### src/rtl/kgp_ctrl_defs.sv
// kgp_ctrl_defs: shared opcode, func, ALU, branch, write-back and state encodings for control_fsm and data_path
package kgp_ctrl_defs;
  localparam logic [5:0] OP_RTYPE  = 6'b000000;
  localparam logic [5:0] OP_ADDI   = 6'b000001;
  localparam logic [5:0] OP_COMPI  = 6'b000010;
  localparam logic [5:0] OP_LW     = 6'b000011;
  localparam logic [5:0] OP_SW     = 6'b000100;
  localparam logic [5:0] OP_BRANCH = 6'b000101;
  localparam logic [5:0] OP_HALT   = 6'b111111;
  localparam logic [5:0] FUNC_MAX  = 6'b001001;
  localparam logic [3:0] ALU_ADD   = 4'b0000;
  localparam logic [3:0] ALU_COMP  = 4'b0001;
  localparam logic [3:0] ALU_AND   = 4'b0010;
  localparam logic [3:0] ALU_XOR   = 4'b0011;
  localparam logic [3:0] ALU_SHLL  = 4'b0100;
  localparam logic [3:0] ALU_SHRL  = 4'b0101;
  localparam logic [3:0] ALU_SHLLV = 4'b0110;
  localparam logic [3:0] ALU_SHRLV = 4'b0111;
  localparam logic [3:0] ALU_SHRA  = 4'b1000;
  localparam logic [3:0] ALU_SHRAV = 4'b1001;
  localparam logic [4:0] BR_NONE   = 5'b00000;
  localparam logic [4:0] BR_B      = 5'b00001;
  localparam logic [4:0] BR_BR     = 5'b00010;
  localparam logic [4:0] BR_BLTZ   = 5'b00011;
  localparam logic [4:0] BR_BZ     = 5'b00100;
  localparam logic [4:0] BR_BNZ    = 5'b00101;
  localparam logic [4:0] BR_BL     = 5'b00110;
  localparam logic [4:0] BR_BCY    = 5'b00111;
  localparam logic [4:0] BR_BNCY   = 5'b01000;
  localparam logic [1:0] RW_NONE   = 2'b00;
  localparam logic [1:0] RW_RS     = 2'b01;
  localparam logic [1:0] RW_RT     = 2'b10;
  localparam logic [1:0] RW_LINK   = 2'b11;
  localparam logic [1:0] RWM_PC1   = 2'b00;
  localparam logic [1:0] RWM_DMEM  = 2'b01;
  localparam logic [1:0] RWM_ALU   = 2'b10;
  typedef enum logic [2:0] {S_FETCH, S_DECODE, S_EXEC, S_MEM, S_WB, S_HALT} state_e;
  typedef enum logic [2:0] {C_ALU, C_LW, C_SW, C_BR, C_HALT, C_ILL} instr_class_e;
endpackage

### src/rtl/instr_decoder.sv
// instr_decoder: latched opcode/func to instruction class, alu_op, br_op and immediate-operand select
module instr_decoder
  import kgp_ctrl_defs::*;
(
  input  logic [5:0]   opcode,
  input  logic [5:0]   func,
  output instr_class_e cls,
  output logic [3:0]   alu_op,
  output logic [4:0]   br_op,
  output logic         use_imm
);
  logic br_ok;
  assign br_ok = func[4:0] >= BR_B && func[4:0] <= BR_BNCY;
  always_comb begin
    cls = C_ILL;
    alu_op = ALU_ADD;
    br_op = BR_NONE;
    use_imm = 1'b0;
    case (opcode)
      OP_RTYPE: if (func <= FUNC_MAX) begin
        cls = C_ALU;
        alu_op = func[3:0];
      end
      OP_ADDI: begin
        cls = C_ALU;
        use_imm = 1'b1;
      end
      OP_COMPI: begin
        cls = C_ALU;
        alu_op = ALU_COMP;
        use_imm = 1'b1;
      end
      OP_LW: cls = C_LW;
      OP_SW: cls = C_SW;
      OP_BRANCH: if (br_ok) begin
        cls = C_BR;
        br_op = func[4:0];
      end
      OP_HALT: cls = C_HALT;
      default: ;
    endcase
  end
endmodule

### src/rtl/control_fsm.sv
// control_fsm: multi-cycle FETCH/DECODE/EXEC/MEM/WB sequencer driving the KGP-miniRISC data_path
// Outputs decode only from state and the opcode/func copy latched in DECODE.
module control_fsm
  import kgp_ctrl_defs::*;
#(
  parameter int CNT_W = 32
) (
  input  logic             clk,
  input  logic             rst,
  input  logic [5:0]       opcode,
  input  logic [5:0]       func,
  output logic             ir_en,
  output logic             pc_en,
  output logic [1:0]       reg_write,
  output logic             imm_mux_ctrl,
  output logic             alu_mux_ctrl,
  output logic [3:0]       alu_op,
  output logic             dmem_enable,
  output logic             dmem_write_enable,
  output logic [1:0]       reg_write_mux_ctrl,
  output logic [4:0]       br_op,
  output logic             illegal_instr,
  output logic             halted,
  output logic [CNT_W-1:0] retired
);
  state_e       state, next;
  instr_class_e cls;
  logic         live, use_imm;
  logic [5:0]   op_q, fn_q;
  logic [3:0]   dec_alu;
  logic [4:0]   dec_br;
  instr_decoder u_dec (
    .opcode (op_q),
    .func   (fn_q),
    .cls    (cls),
    .alu_op (dec_alu),
    .br_op  (dec_br),
    .use_imm(use_imm)
  );
  // live holds every output low until the first clock edge after reset release
  always_ff @(posedge clk or negedge rst) begin
    if (!rst) begin
      state <= S_FETCH;
      live <= 1'b0;
      op_q <= '0;
      fn_q <= '0;
      retired <= '0;
    end else begin
      live <= 1'b1;
      state <= next;
      if (state == S_DECODE) begin
        op_q <= opcode;
        fn_q <= func;
      end
      if (pc_en) retired <= retired + CNT_W'(1);
    end
  end
  always_comb begin
    ir_en = 1'b0;
    pc_en = 1'b0;
    reg_write = RW_NONE;
    imm_mux_ctrl = 1'b0;
    alu_mux_ctrl = 1'b0;
    alu_op = ALU_ADD;
    dmem_enable = 1'b0;
    dmem_write_enable = 1'b0;
    reg_write_mux_ctrl = RWM_PC1;
    br_op = BR_NONE;
    illegal_instr = 1'b0;
    halted = 1'b0;
    next = state;
    if (live) case (state)
      S_FETCH: begin
        ir_en = 1'b1;
        next = S_DECODE;
      end
      S_DECODE: next = S_EXEC;
      S_EXEC: case (cls)
        C_ALU: begin
          alu_op = dec_alu;
          alu_mux_ctrl = use_imm;
          reg_write = RW_RS;
          reg_write_mux_ctrl = RWM_ALU;
          pc_en = 1'b1;
          next = S_FETCH;
        end
        C_LW, C_SW: begin
          imm_mux_ctrl = 1'b1;
          alu_mux_ctrl = 1'b1;
          next = S_MEM;
        end
        C_BR: begin
          br_op = dec_br;
          reg_write = dec_br == BR_BL ? RW_LINK : RW_NONE;
          pc_en = 1'b1;
          next = S_FETCH;
        end
        C_HALT: next = S_HALT;
        default: begin
          illegal_instr = 1'b1;
          pc_en = 1'b1;
          next = S_FETCH;
        end
      endcase
      S_MEM: begin
        imm_mux_ctrl = 1'b1;
        alu_mux_ctrl = 1'b1;
        dmem_enable = 1'b1;
        dmem_write_enable = cls == C_SW;
        pc_en = cls == C_SW;
        next = cls == C_SW ? S_FETCH : S_WB;
      end
      S_WB: begin
        imm_mux_ctrl = 1'b1;
        alu_mux_ctrl = 1'b1;
        dmem_enable = 1'b1;
        reg_write = RW_RT;
        reg_write_mux_ctrl = RWM_DMEM;
        pc_en = 1'b1;
        next = S_FETCH;
      end
      default: halted = 1'b1;
    endcase
  end
endmodule

### config.mk
export PLATFORM = sky130hd
export DESIGN_NAME = control_fsm
export DESIGN_NICKNAME = d
export VERILOG_FILES = /design/src/rtl/kgp_ctrl_defs.sv /design/src/rtl/instr_decoder.sv /design/src/rtl/control_fsm.sv
export SDC_FILE = /design/constraint.sdc
export NUM_CORES = 1
export LEC_CHECK = 0
export CORE_MARGIN = 2
export CORE_UTILIZATION = 53
export DETAILED_ROUTE_END_ITERATION = 8
export PLACE_DENSITY_LB_ADDON = 0.3
export SETUP_SLACK_MARGIN = 0.5
export SLEW_MARGIN = 30
export SYNTH_ARGS = -nofsm -noshare
export SYNTH_HDL_FRONTEND = slang
export SYNTH_SLANG_ARGS = --single-unit
### constraint.sdc
create_clock -name clk -period 5.57 [get_ports clk]
set_clock_uncertainty 0.15 [all_clocks]
set_input_delay 1.114 -clock clk [delete_from_list [all_inputs] [get_ports clk]]
set_output_delay 1.114 -clock clk [all_outputs]
set_load 0.1 [all_outputs]
==> metrics.md <==
| Metric | Value |
|---|---|
| Worst path most repeated cell | `sky130_fd_sc_hd__or3_2` |
| Unrepaired setup endpoints after global routing | `no` |
| Number of violations reported at the end of detailed-routing iteration 0 | `between 80 and 90` |
| Vertical extent of the die | `approximately 74 um` |
| Period utilization | `a little over four fifths` |
| Routed wire per std cell | `between 10 and 15 um` |
| Data arrival at the endpoint of the critical path | `3.45 ns` |
| Floorplan die area | `roughly 5500 um^2` |
| Critical path's top delay family | `simple AND/OR/NAND/NOR gates` |
| Global-route wire length before repair | `approximately 9000 um` |
| Post-synthesis instance area | `2586 um^2` |
| CP max FO | `4` |
| Count of TritonRoute iterations in the first routing pass | `4` |
| Number of endpoints with negative hold slack in the final report | `0` |
| Number of buffers added to fix hold violations after cts | `0` |
| Most common library cells after synthesis | `sky130_fd_sc_hd__dfrtp_1, sky130_fd_sc_hd__nand2_1, sky130_fd_sc_hd__nor2_1` |
| # diodes | `0` |
| Net Sw Frac | `a little under half` |
| Combinational share of power | `a little under half` |
| FF+latch count, synth | `48` |
| Layout fillers | `roughly 380` |
| Clock share of power | `14.6%` |
| Total routing resource utilization after global routing | `around 22%` |
| Level count of the clock H-tree | `2` |
| Count of buffering cells on the critical path with inverters included | `1` |
| Final Worst Setup Slack | `between 0.8 and 0.9 ns` |
| Pre-CTS setup slack | `~1.2 ns` |
| Clock network latency to the later pin of the worst-skew pair | `~0.29 ns` |
| Gpl congestion | `approximately 0.84` |
| Leftover overflow at the end of global routing | `0` |
| Number of synthesized flops with an enable pin | `0` |
| Worst hold slack after final layout | `between 0.3 and 0.4 ns` |
| Placed instance count | `383` |
| Standard-cell rows | `25` |
| Synthesized net count | `between 200 and 300` |
| Initial antenna violation count | `0` |
| Quantity of I/O buffers inserted on ports | `65` |
| Maximum number of pins on one net before global-route repair | `between 40 and 50` |
| Share of power burned in registers | `between 30% and 40%` |
| Top cell type by total area after synthesis | `sky130_fd_sc_hd__dfrtp_1` |
| Ys flop type | `sky130_fd_sc_hd__dfrtp_1` |
| Number of pins with negative max-slew slack in the final report | `0` |
| Final #Nets | `between 300 and 400` |
| PwrDens | `roughly 400 nW/um^2` |
| Clock Sink Count | `48` |
| Root buffer cell | `sky130_fd_sc_hd__clkbuf_8` |
| DP HPWL | `roughly 4000 um` |
| Slowest CP cell | `sky130_fd_sc_hd__clkdlybuf4s50_1` |
| Worst-margin pin slew | `0.9874 ns` |
| Clock tree from TritonCTS | `done` |
| Clk slew on worst S/H paths | `0.08 ns` |
| Ratio of cells with drive above 1 in the final layout | `11.46%` |
| Via count | `2129` |
| Internal power of the cells | `approximately 0.00071 W` |
| Cells after Synth | `260` |
| Detail-routed via count per cell | `~5.5` |
| Fin cells | `390` |
| Number of global-route vias before repair | `between 1500 and 2000` |
| Count of pins on the block boundary | `67` |
| Area growth from synthesis to final layout | `29.27%` |
| Number of buffers on the longest clock path | `2` |
| Data required, critical path | `~4.3 ns` |
| Worst-case headroom to the max-slew limit | `between 30 and 40%` |
| Cell-by-cell trace of the critical path | `or3_2 -> or3_2 -> nor4b_1 -> and2_2 -> clkdlybuf4s50_1` |
| Drt total wl | `between 5000 and 6000 um` |
| Starting Density | `54.75%` |
| Endpoint class of the critical path | `output pin` |
| Setup violations, final | `0` |
| Setup TNS Final | `0 ns` |
| Remaining routing DRC violations | `0` |
| CORE AREA | `around 4700 um^2` |
| Hold/Removal Path Class | `flip-flop to flip-flop` |
| Library cell with the highest instance count after synthesis | `sky130_fd_sc_hd__dfrtp_1` |
| Count of buffers added by post-CTS timing repair for setup | `0` |
| Number of buffers inserted during clock tree synthesis | `5` |
| Fraction of registers with async set or reset after synthesis | `between 90% and 100%` |
| Remaining antenna violation count after routing | `0` |
| Top area cells in the synthesized netlist | `sky130_fd_sc_hd__dfrtp_1, sky130_fd_sc_hd__xnor2_1, sky130_fd_sc_hd__mux2_2` |
| Share of the synthesized area in the top cell type | `roughly 46%` |
| Time the final worst path needs with I/O delays and setup | `4.712 ns` |
| Delay of the slowest cell on the worst path | `between 1 and 1.5 ns` |
| Timing-limited maximum frequency | `between 0.2 and 0.25 GHz` |
| Horizontal extent of the die | `between 70 and 80 um` |
| Peak VDD IR | `between 0.0003 and 0.0004 V` |
| Mapped Avg Cell Area | `a little under 10 um^2` |
| Share of the yosys chip area belonging to registers | `~46%` |
| Leakage dissipation | `1.405 nW` |
| Register-to-Register Setup Slack | `approximately 3.3 ns` |
| Fraction of the core area covered by cells at the end of the flow | `70.78%` |
| Kind of critical path | `flip-flop to output pin` |
| Number of gates resized after cts | `0` |
| Kind of launch point of the worst setup path | `flip-flop` |
| Switching power of the nets | `approximately 0.00061 W` |
| Synthesis Warnings | `0` |
| Number of max-cap violations | `0` |
| Result of the run | `finished, final reports clean` |
| Post-synthesis cell type count | `44` |
[final cells by class]
class,count,area [um^2],share of cell area (%)
multi-input combinational,192,1287,38.51
clock inverter,1,5.005,0.1497
clock buffer,6,72.57,2.171
inverter,10,37.54,1.123
timing repair buffer,66,655.6,19.61
tap,67,83.83,2.507
sequential,48,1201,35.93
[placed cells by master, fill, tap and decap left out, drive strengths merged, types with 3 or more instances in the layout]
| cell type | instances |
|---|---|
| nand2b | 3 |
| o22ai | 3 |
| xnor2 | 18 |
| nor4 | 6 |
| nor3b | 3 |
| nor2 | 23 |
| or3 | 3 |
| nor3 | 14 |
| and3 | 5 |
| dfrtp | 48 |
| mux2 | 12 |
| clkdlybuf4s50 | 64 |
| nand3 | 9 |
| o21ai | 5 |
| inv | 10 |
| nand4 | 18 |
| nand2 | 24 |
| xor2 | 15 |
| clkbuf | 6 |
| a21oi | 7 |
| and2 | 9 |
[state kept, by name, summed over array words and instances, names as in the netlist]
register and count:
fn_q 6, retired 32, live 1, op_q 6, state 3
[worst register-to-register path, stage by stage (launching register included)]
cell and delay, ns:
sky130_fd_sc_hd__dfrtp_1 0.49, sky130_fd_sc_hd__and3b_1 0.25, sky130_fd_sc_hd__a2bb2o_4 0.22, sky130_fd_sc_hd__o311a_1 0.29, sky130_fd_sc_hd__buf_4 0.22, sky130_fd_sc_hd__inv_2 0.25, sky130_fd_sc_hd__nand4_1 0.16, sky130_fd_sc_hd__xnor2_1 0.16
[layer usage]
| layer | global-route usage [%] | share of wire, % | vias up | wire [um] |
|---|---|---|---|---|
| met5 | 0 | 0 | - | 0 |
| met3 | 5.624 | 5.1 | 8 | 287 |
| met2 | 35.71 | 49 | 61 | 2748 |
| li1 | - | - | 1021 | - |
| met1 | 27.96 | 45 | 1039 | 2496 |
| met4 | 7.879 | 1.3 | 0 | 75 |
[power groups by stage]
stage          combinational [W]  clock [W]  sequential [W]
6_report                0.000602   0.000193        0.000524
5_1_grt                 0.000647   0.000214        0.000538
4_1_cts                 0.000603   0.000198        0.000521
3_5_place_dp            0.000601          0        0.000529
3_3_place_gp            0.000595          0        0.000523
2_1_floorplan           0.000444          0        0.000568
[path summary, 6_finish.rpt]
| path | cells after the start | to | startpoint |
|---|---|---|---|
| min reg2reg | 1 | retired[31]$_DFFE_PN0P_ | retired[31]$_DFFE_PN0P_ |
| min | 1 | retired[31]$_DFFE_PN0P_ | retired[31]$_DFFE_PN0P_ |
| max | 5 | alu_op[1] | op_q[3]$_DFFE_PN0P_ |
| max in group asynchronous | 1 | retired[7]$_DFFE_PN0P_ | rst |
| max reg2reg | 7 | retired[23]$_DFFE_PN0P_ | op_q[1]$_DFFE_PN0P_ |
| min in group asynchronous | 1 | state[2]$_DFFE_PN0P_ | rst |
[metrics by stage]
| step | power (W) | instance area [um^2] |
|---|---|---|
| finish | 0.001320 | 3343 |
| detailed placement | 0.001130 | 3263 |
| CTS | 0.001323 | 3341 |
| global route | 0.001399 | 3343 |
| global placement | 0.001118 | 3261 |
| floorplan | 0.001012 | 2591 |
[cell families (layout without fill, tap and decap cells)]
logic type,Yosys count,in the layout,synth area share [%]
other cells,2,2,0.2904
xor+xnor,33,33,11.18
flops,48,48,46.44
compound gates,21,21,5.322
buf+inv,20,83,4.063
fa+ha+maj,1,1,0.4837
mux,12,12,5.225
simple gates,123,123,27.00
(Power assumes the default switching activity.)
